<file path="config.mk">
export PLATFORM = sky130hd
export DESIGN_NAME = ssd_scan_driver
export DESIGN_NICKNAME = d
export VERILOG_FILES = /design/src/rtl/ssd_scan_driver.sv
export SDC_FILE = /design/constraint.sdc
export NUM_CORES = 1
export LEC_CHECK = 0
export ABC_AREA = 0
export BUFFER_PORTS_ARGS = -buffer_cell sky130_fd_sc_hd__buf_4
export CORE_AREA = 3 3 72 74
export DETAILED_ROUTE_END_ITERATION = 10
export DIE_AREA = 0 0 75 77
export HOLD_SLACK_MARGIN = 0.12
export PLACE_DENSITY = 0.76
export SLEW_MARGIN = 20
export SYNTH_ARGS = -nofsm -noshare
export SYNTH_HDL_FRONTEND = slang
export SYNTH_SLANG_ARGS = --single-unit
</file>
<file path="constraint.sdc">
create_clock -name clk_i -period 3.3 [get_ports clk_i]
set_clock_uncertainty 0.2 [all_clocks]
set_input_delay 0.165 -clock clk_i [delete_from_list [all_inputs] [get_ports clk_i]]
set_output_delay 0.165 -clock clk_i [all_outputs]
set_load 0.005 [all_outputs]
</file>
<file path="src/rtl/ssd_scan_driver.sv">
// Time-multiplexed driver for a common-anode 4-digit seven-segment display with
// inter-digit blanking and per-frame input snapshot. Optional dimming: SSD_DIM_EN.
module ssd_scan_driver #(
    parameter int REFRESH_DIV  = 100000,
    parameter int BLANK_CYCLES = 1000
) (
    input  logic       clk_i,
    input  logic       rst_ni,
    input  logic       digit0_en_i,
    input  logic [3:0] digit0_i,
    input  logic       digit1_en_i,
    input  logic [3:0] digit1_i,
    input  logic       digit2_en_i,
    input  logic [3:0] digit2_i,
    input  logic       digit3_en_i,
    input  logic [3:0] digit3_i,
`ifdef SSD_DIM_EN
    input  logic       dim_i,
`endif
    output logic [3:0] anode_o,
    output logic [6:0] segments_o,
    output logic       dp_o,
    output logic       frame_start_o
);

    localparam int CNT_W = (REFRESH_DIV > 1) ? $clog2(REFRESH_DIV) : 1;
    localparam logic [CNT_W-1:0] CNT_MAX     = CNT_W'(REFRESH_DIV - 1);
    localparam logic [CNT_W-1:0] BLANK_START = CNT_W'(BLANK_CYCLES);
`ifdef SSD_DIM_EN
    localparam logic [CNT_W-1:0] DIM_START   = CNT_W'((REFRESH_DIV + BLANK_CYCLES) / 2);
`endif

    logic [CNT_W-1:0] cnt_reg, cnt_next;
    logic [1:0]       idx_reg, idx_next;
    logic [3:0]       en_reg;
    logic [3:0][3:0]  val_reg;
    logic [3:0]       en_in;
    logic [3:0][3:0]  val_in;
    logic [3:0]       anode_reg, anode_next, anode_sel;
    logic [6:0]       seg_reg, seg_next;
    logic             frame_start_reg;
    logic             capture;
    logic [CNT_W-1:0] active_start;
`ifdef SSD_DIM_EN
    logic             dim_reg;
`endif

    assign en_in  = {digit3_en_i, digit2_en_i, digit1_en_i, digit0_en_i};
    assign val_in = {digit3_i, digit2_i, digit1_i, digit0_i};

    // One-cold anode pattern for the digit currently being scanned.
    generate
        for (genvar gi = 0; gi < 4; gi++) begin : g_anode
            assign anode_sel[gi] = (idx_reg != 2'(gi));
        end
    endgenerate

    function automatic logic [6:0] seg_decode(input logic [3:0] v);
        logic [6:0] s;
        case (v)
            4'h0: s = 7'b1000000;
            4'h1: s = 7'b1111001;
            4'h2: s = 7'b0100100;
            4'h3: s = 7'b0110000;
            4'h4: s = 7'b0011001;
            4'h5: s = 7'b0010010;
            4'h6: s = 7'b0000010;
            4'h7: s = 7'b1111000;
            4'h8: s = 7'b0000000;
            4'h9: s = 7'b0010000;
            4'hA: s = 7'b0001000;
            4'hB: s = 7'b0000011;
            4'hC: s = 7'b1000110;
            4'hD: s = 7'b0100001;
            4'hE: s = 7'b0000110;
            default: s = 7'b0001110;
        endcase
        return s;
    endfunction

`ifdef SSD_DIM_EN
    assign active_start = dim_reg ? DIM_START : BLANK_START;
`else
    assign active_start = BLANK_START;
`endif

    assign capture = (cnt_reg == '0) && (idx_reg == 2'd0);

    always_comb begin
        cnt_next = cnt_reg + 1'b1;
        idx_next = idx_reg;
        if (cnt_reg == CNT_MAX) begin
            cnt_next = '0;
            idx_next = idx_reg + 2'd1;
        end
    end

    // The leading part of every slot stays dark, so anodes never hand over directly.
    always_comb begin
        anode_next = 4'hF;
        seg_next   = 7'h7F;
        if ((cnt_reg >= active_start) && en_reg[idx_reg]) begin
            anode_next = anode_sel;
            seg_next   = seg_decode(val_reg[idx_reg]);
        end
    end

    always_ff @(posedge clk_i or negedge rst_ni) begin
        if (!rst_ni) begin
            cnt_reg         <= '0;
            idx_reg         <= 2'd0;
            en_reg          <= 4'h0;
            val_reg         <= '0;
            anode_reg       <= 4'hF;
            seg_reg         <= 7'h7F;
            frame_start_reg <= 1'b0;
`ifdef SSD_DIM_EN
            dim_reg         <= 1'b0;
`endif
        end else begin
            cnt_reg         <= cnt_next;
            idx_reg         <= idx_next;
            anode_reg       <= anode_next;
            seg_reg         <= seg_next;
            frame_start_reg <= capture;
            if (capture) begin
                en_reg  <= en_in;
                val_reg <= val_in;
`ifdef SSD_DIM_EN
                dim_reg <= dim_i;
`endif
            end
        end
    end

    assign anode_o       = anode_reg;
    assign segments_o    = seg_reg;
    assign dp_o          = 1'b1;
    assign frame_start_o = frame_start_reg;

endmodule

</file>
==> impl_metrics.json <==
{
  "clockBufferDepth": 2,
  "timing.rr.start": "cnt_reg[11]",
  "synth.distinct_cells": 41,
  "hold_violations": 0,
  "final_area_um2": 3190,
  "wirelength_mm": 4.60,
  "required_ps": 3290,
  "antenna_found_initial": 0,
  "final_core_util": 0.684,
  "n_fill_cell": 327,
  "status": "finished clean",
  "clockPowerShare": 0.401,
  "layout_commonest_cell": "dfrtp_1",
  "dr.first_iter.drc_count": 74,
  "port_buffers": 33,
  "grt_max_degree": 52,
  "first_pass_iters": 4,
  "pwr-share-seq": 0.521,
  "grt_pass1_vias": 1723,
  "post-cts-setup-buffer-count": 0,
  "core_region_area_um2": 4660,
  "cp.arrival_ps": 2560,
  "hp-class": "primary input to async pin",
  "dieArea_um2": 5780,
  "comb_power_share": 0.078,
  "wire_per_inst_um": 14.4,
  "overflow": 0,
  "p_sw_uw": 241,
  "path_clk_slew_ps": 90,
  "cts_tree": "built",
  "reg2reg_depth": 5,
  "place.gp.congestion": 0.808,
  "synth_top_area_frac": 0.390,
  "worst_pin_slew_ps": 604,
  "worstSkewPairLatency_ps": 300,
  "drv_cap": 0,
  "chipHeight_um": 77,
  "cts_max_level": 2,
  "setup_ws_ps": 726,
  "largest_reg_flops": 17,
  "placed_cell_area_um2": 2850,
  "place_hpwl_mm": 3.15,
  "rrSetupSlack_ps": 730,
  "area_growth_pct": 24.2,
  "worstSetupEndpointType": "flop",
  "rows": 25,
  "r2r-end": "val_reg[15]",
  "hold_slack_ps": 220,
  "netlist_area_um2": 2570,
  "fin_nets": 298,
  "synthCells": 210,
  "tns_ps": 0,
  "ant_nets": 0,
  "relSlewSlack": 0.597,
  "max-vdd-ir-drop_uv": 313,
  "setup_violations": 0,
  "die_w_um": 75,
  "final_cell_mix": "40 x dfrtp_1, 36 x buf_4, 24 x mux2_2",
  "drive_gt1_frac": 0.336,
  "yosys_warnings": 0,
  "yosys_register_bits": 51,
  "vias": 1746,
  "p_leak_uw": 0.00135,
  "grt_pass1_wl_mm": 8.25,
  "syn_avg_cell_area_um2": 12.2,
  "start_util": 0.551,
  "rsz0062_at_grt": "false",
  "start_kind": "flop",
  "syn_nets": 244,
  "period_share": 0.780,
  "io-pin-count": 35,
  "cts_sinks": 51,
  "viasPerCell": 5.47,
  "p_per_area_nw_per_um2": 388,
  "cts_root_buffer": "clkbuf_8",
  "critPathLaunch": "cnt_reg[11]",
  "worst-setup-path-type": "flop to flop",
  "cp_max_fo": 20,
  "post-route-min-period_ps": 2570,
  "pre_cts_ws_ps": 730,
  "synth_top_cell_by_area": "dfrtp_1",
  "n_antenna_cell": 0,
  "seq_area_frac_synth": 0.502,
  "final_max_slew_viol_count": 0,
  "synth_area_leaders": "dfrtp_1 39%, dfstp_2 11%, mux2_2 11%",
  "fmax_ghz": 0.389,
  "post-route-drc-count": 0,
  "cts_buffers": 5,
  "swShare": 0.194,
  "internal_power_uw": 997,
  "grtUsageTotal": 0.184
}
[synth_stat cells]
| cell type | n |
|---|---|
| o21ai_0 | 4 |
| mux2i_1 | 6 |
| nor4b_1 | 1 |
| nor3_4 | 1 |
| clkbuf_1 | 5 |
| xor2_1 | 6 |
| nor2_4 | 1 |
| or3_1 | 3 |
| nand2b_1 | 1 |
| buf_4 | 1 |
| xnor2_1 | 9 |
| a21oi_1 | 3 |
| a31oi_1 | 2 |
| mux4_2 | 4 |
| ha_1 | 12 |
| o21a_1 | 2 |
| nand2_1 | 14 |
| nor3b_1 | 2 |
| nand4_1 | 7 |
| a22o_1 | 1 |
| conb_1 | 1 |
| o221ai_1 | 3 |
| dfrtp_1 | 40 |
| buf_6 | 2 |
| and4_2 | 1 |
| nor2b_1 | 1 |
| or3_2 | 1 |
| and4_1 | 3 |
| inv_1 | 9 |
| a211oi_1 | 1 |
| mux2_2 | 24 |
| dfstp_2 | 11 |
| o311ai_0 | 2 |
| nor3_1 | 2 |
| buf_2 | 2 |
| or4_4 | 3 |
| and2_1 | 2 |
| nor2_1 | 10 |
| nand3_1 | 5 |
| o31ai_1 | 1 |
| nand3b_1 | 1 |
[worst max-delay path: stages (launching register included)]
cell	delay [ps]
dfrtp_1	420
or4_4	540
or4_4	460
nor3_4	180
buf_4	280
mux2_2	370
[area by class of cell]
| class | count | area (um^2) | area share |
|---|---|---|---|
| repair buffers | 57 | 480 | 0.151 |
| clock buffers | 6 | 72.6 | 0.0228 |
| clock inverters | 2 | 60.1 | 0.0188 |
| flip-flops and latches | 51 | 1290 | 0.404 |
| multi-input cells | 140 | 1180 | 0.372 |
| well taps | 54 | 67.6 | 0.0212 |
| inverters | 9 | 33.8 | 0.0106 |
[power by group through the flow]
stage          clock network, uW  logic [uW]  registers (uW)
3_5_place_dp                   0        77.5             656
4_1_cts                      508        97.2             645
3_3_place_gp                   0        75.1             656
5_1_grt                      534         109             646
2_1_floorplan                  0        40.8             654
6_report                     497        96.6             644
[cells by family (layout without fill, tap and decap cells)]
kind of cell	after synthesis	count (layout)	share of synthesized area
simple gates	59	59	0.136
fa+ha+maj	12	12	0.0585
flops	51	51	0.502
mux	34	34	0.164
compound gates	19	19	0.0507
other cells	1	1	0.00146
xor+xnor	15	15	0.0512
buf+inv	19	74	0.0361
[layer usage]
layer	routed length, um	global-route usage
met5	0	0
met1	2130	0.270
met2	2220	0.274
met4	53	0.0480
met3	201	0.0406
[through the flow]
step	instances	total power, uW
after global routing	319	1290
after floorplan	210	695
after detailed placement	290	734
final	319	1240
after CTS	319	1250
after global placement	290	731
[how the worst max path moves through the flow]
stage | to | cells past startpoint
6_report | val_reg[15] | 5
5_1_grt | val_reg[3] | 5
4_1_cts | val_reg[15] | 5
3_5_place_dp | val_reg[15] | 5
2_1_floorplan | en_reg[0] | 5
3_3_place_gp | val_reg[5] | 5
[what timing repair did]
action	in CTS	in global routing
endpoints found under the hold margin	71	0
gates resized for setup	0	0
hold buffers	21	0
Note: power is estimated with default switching activity, not from simulation.
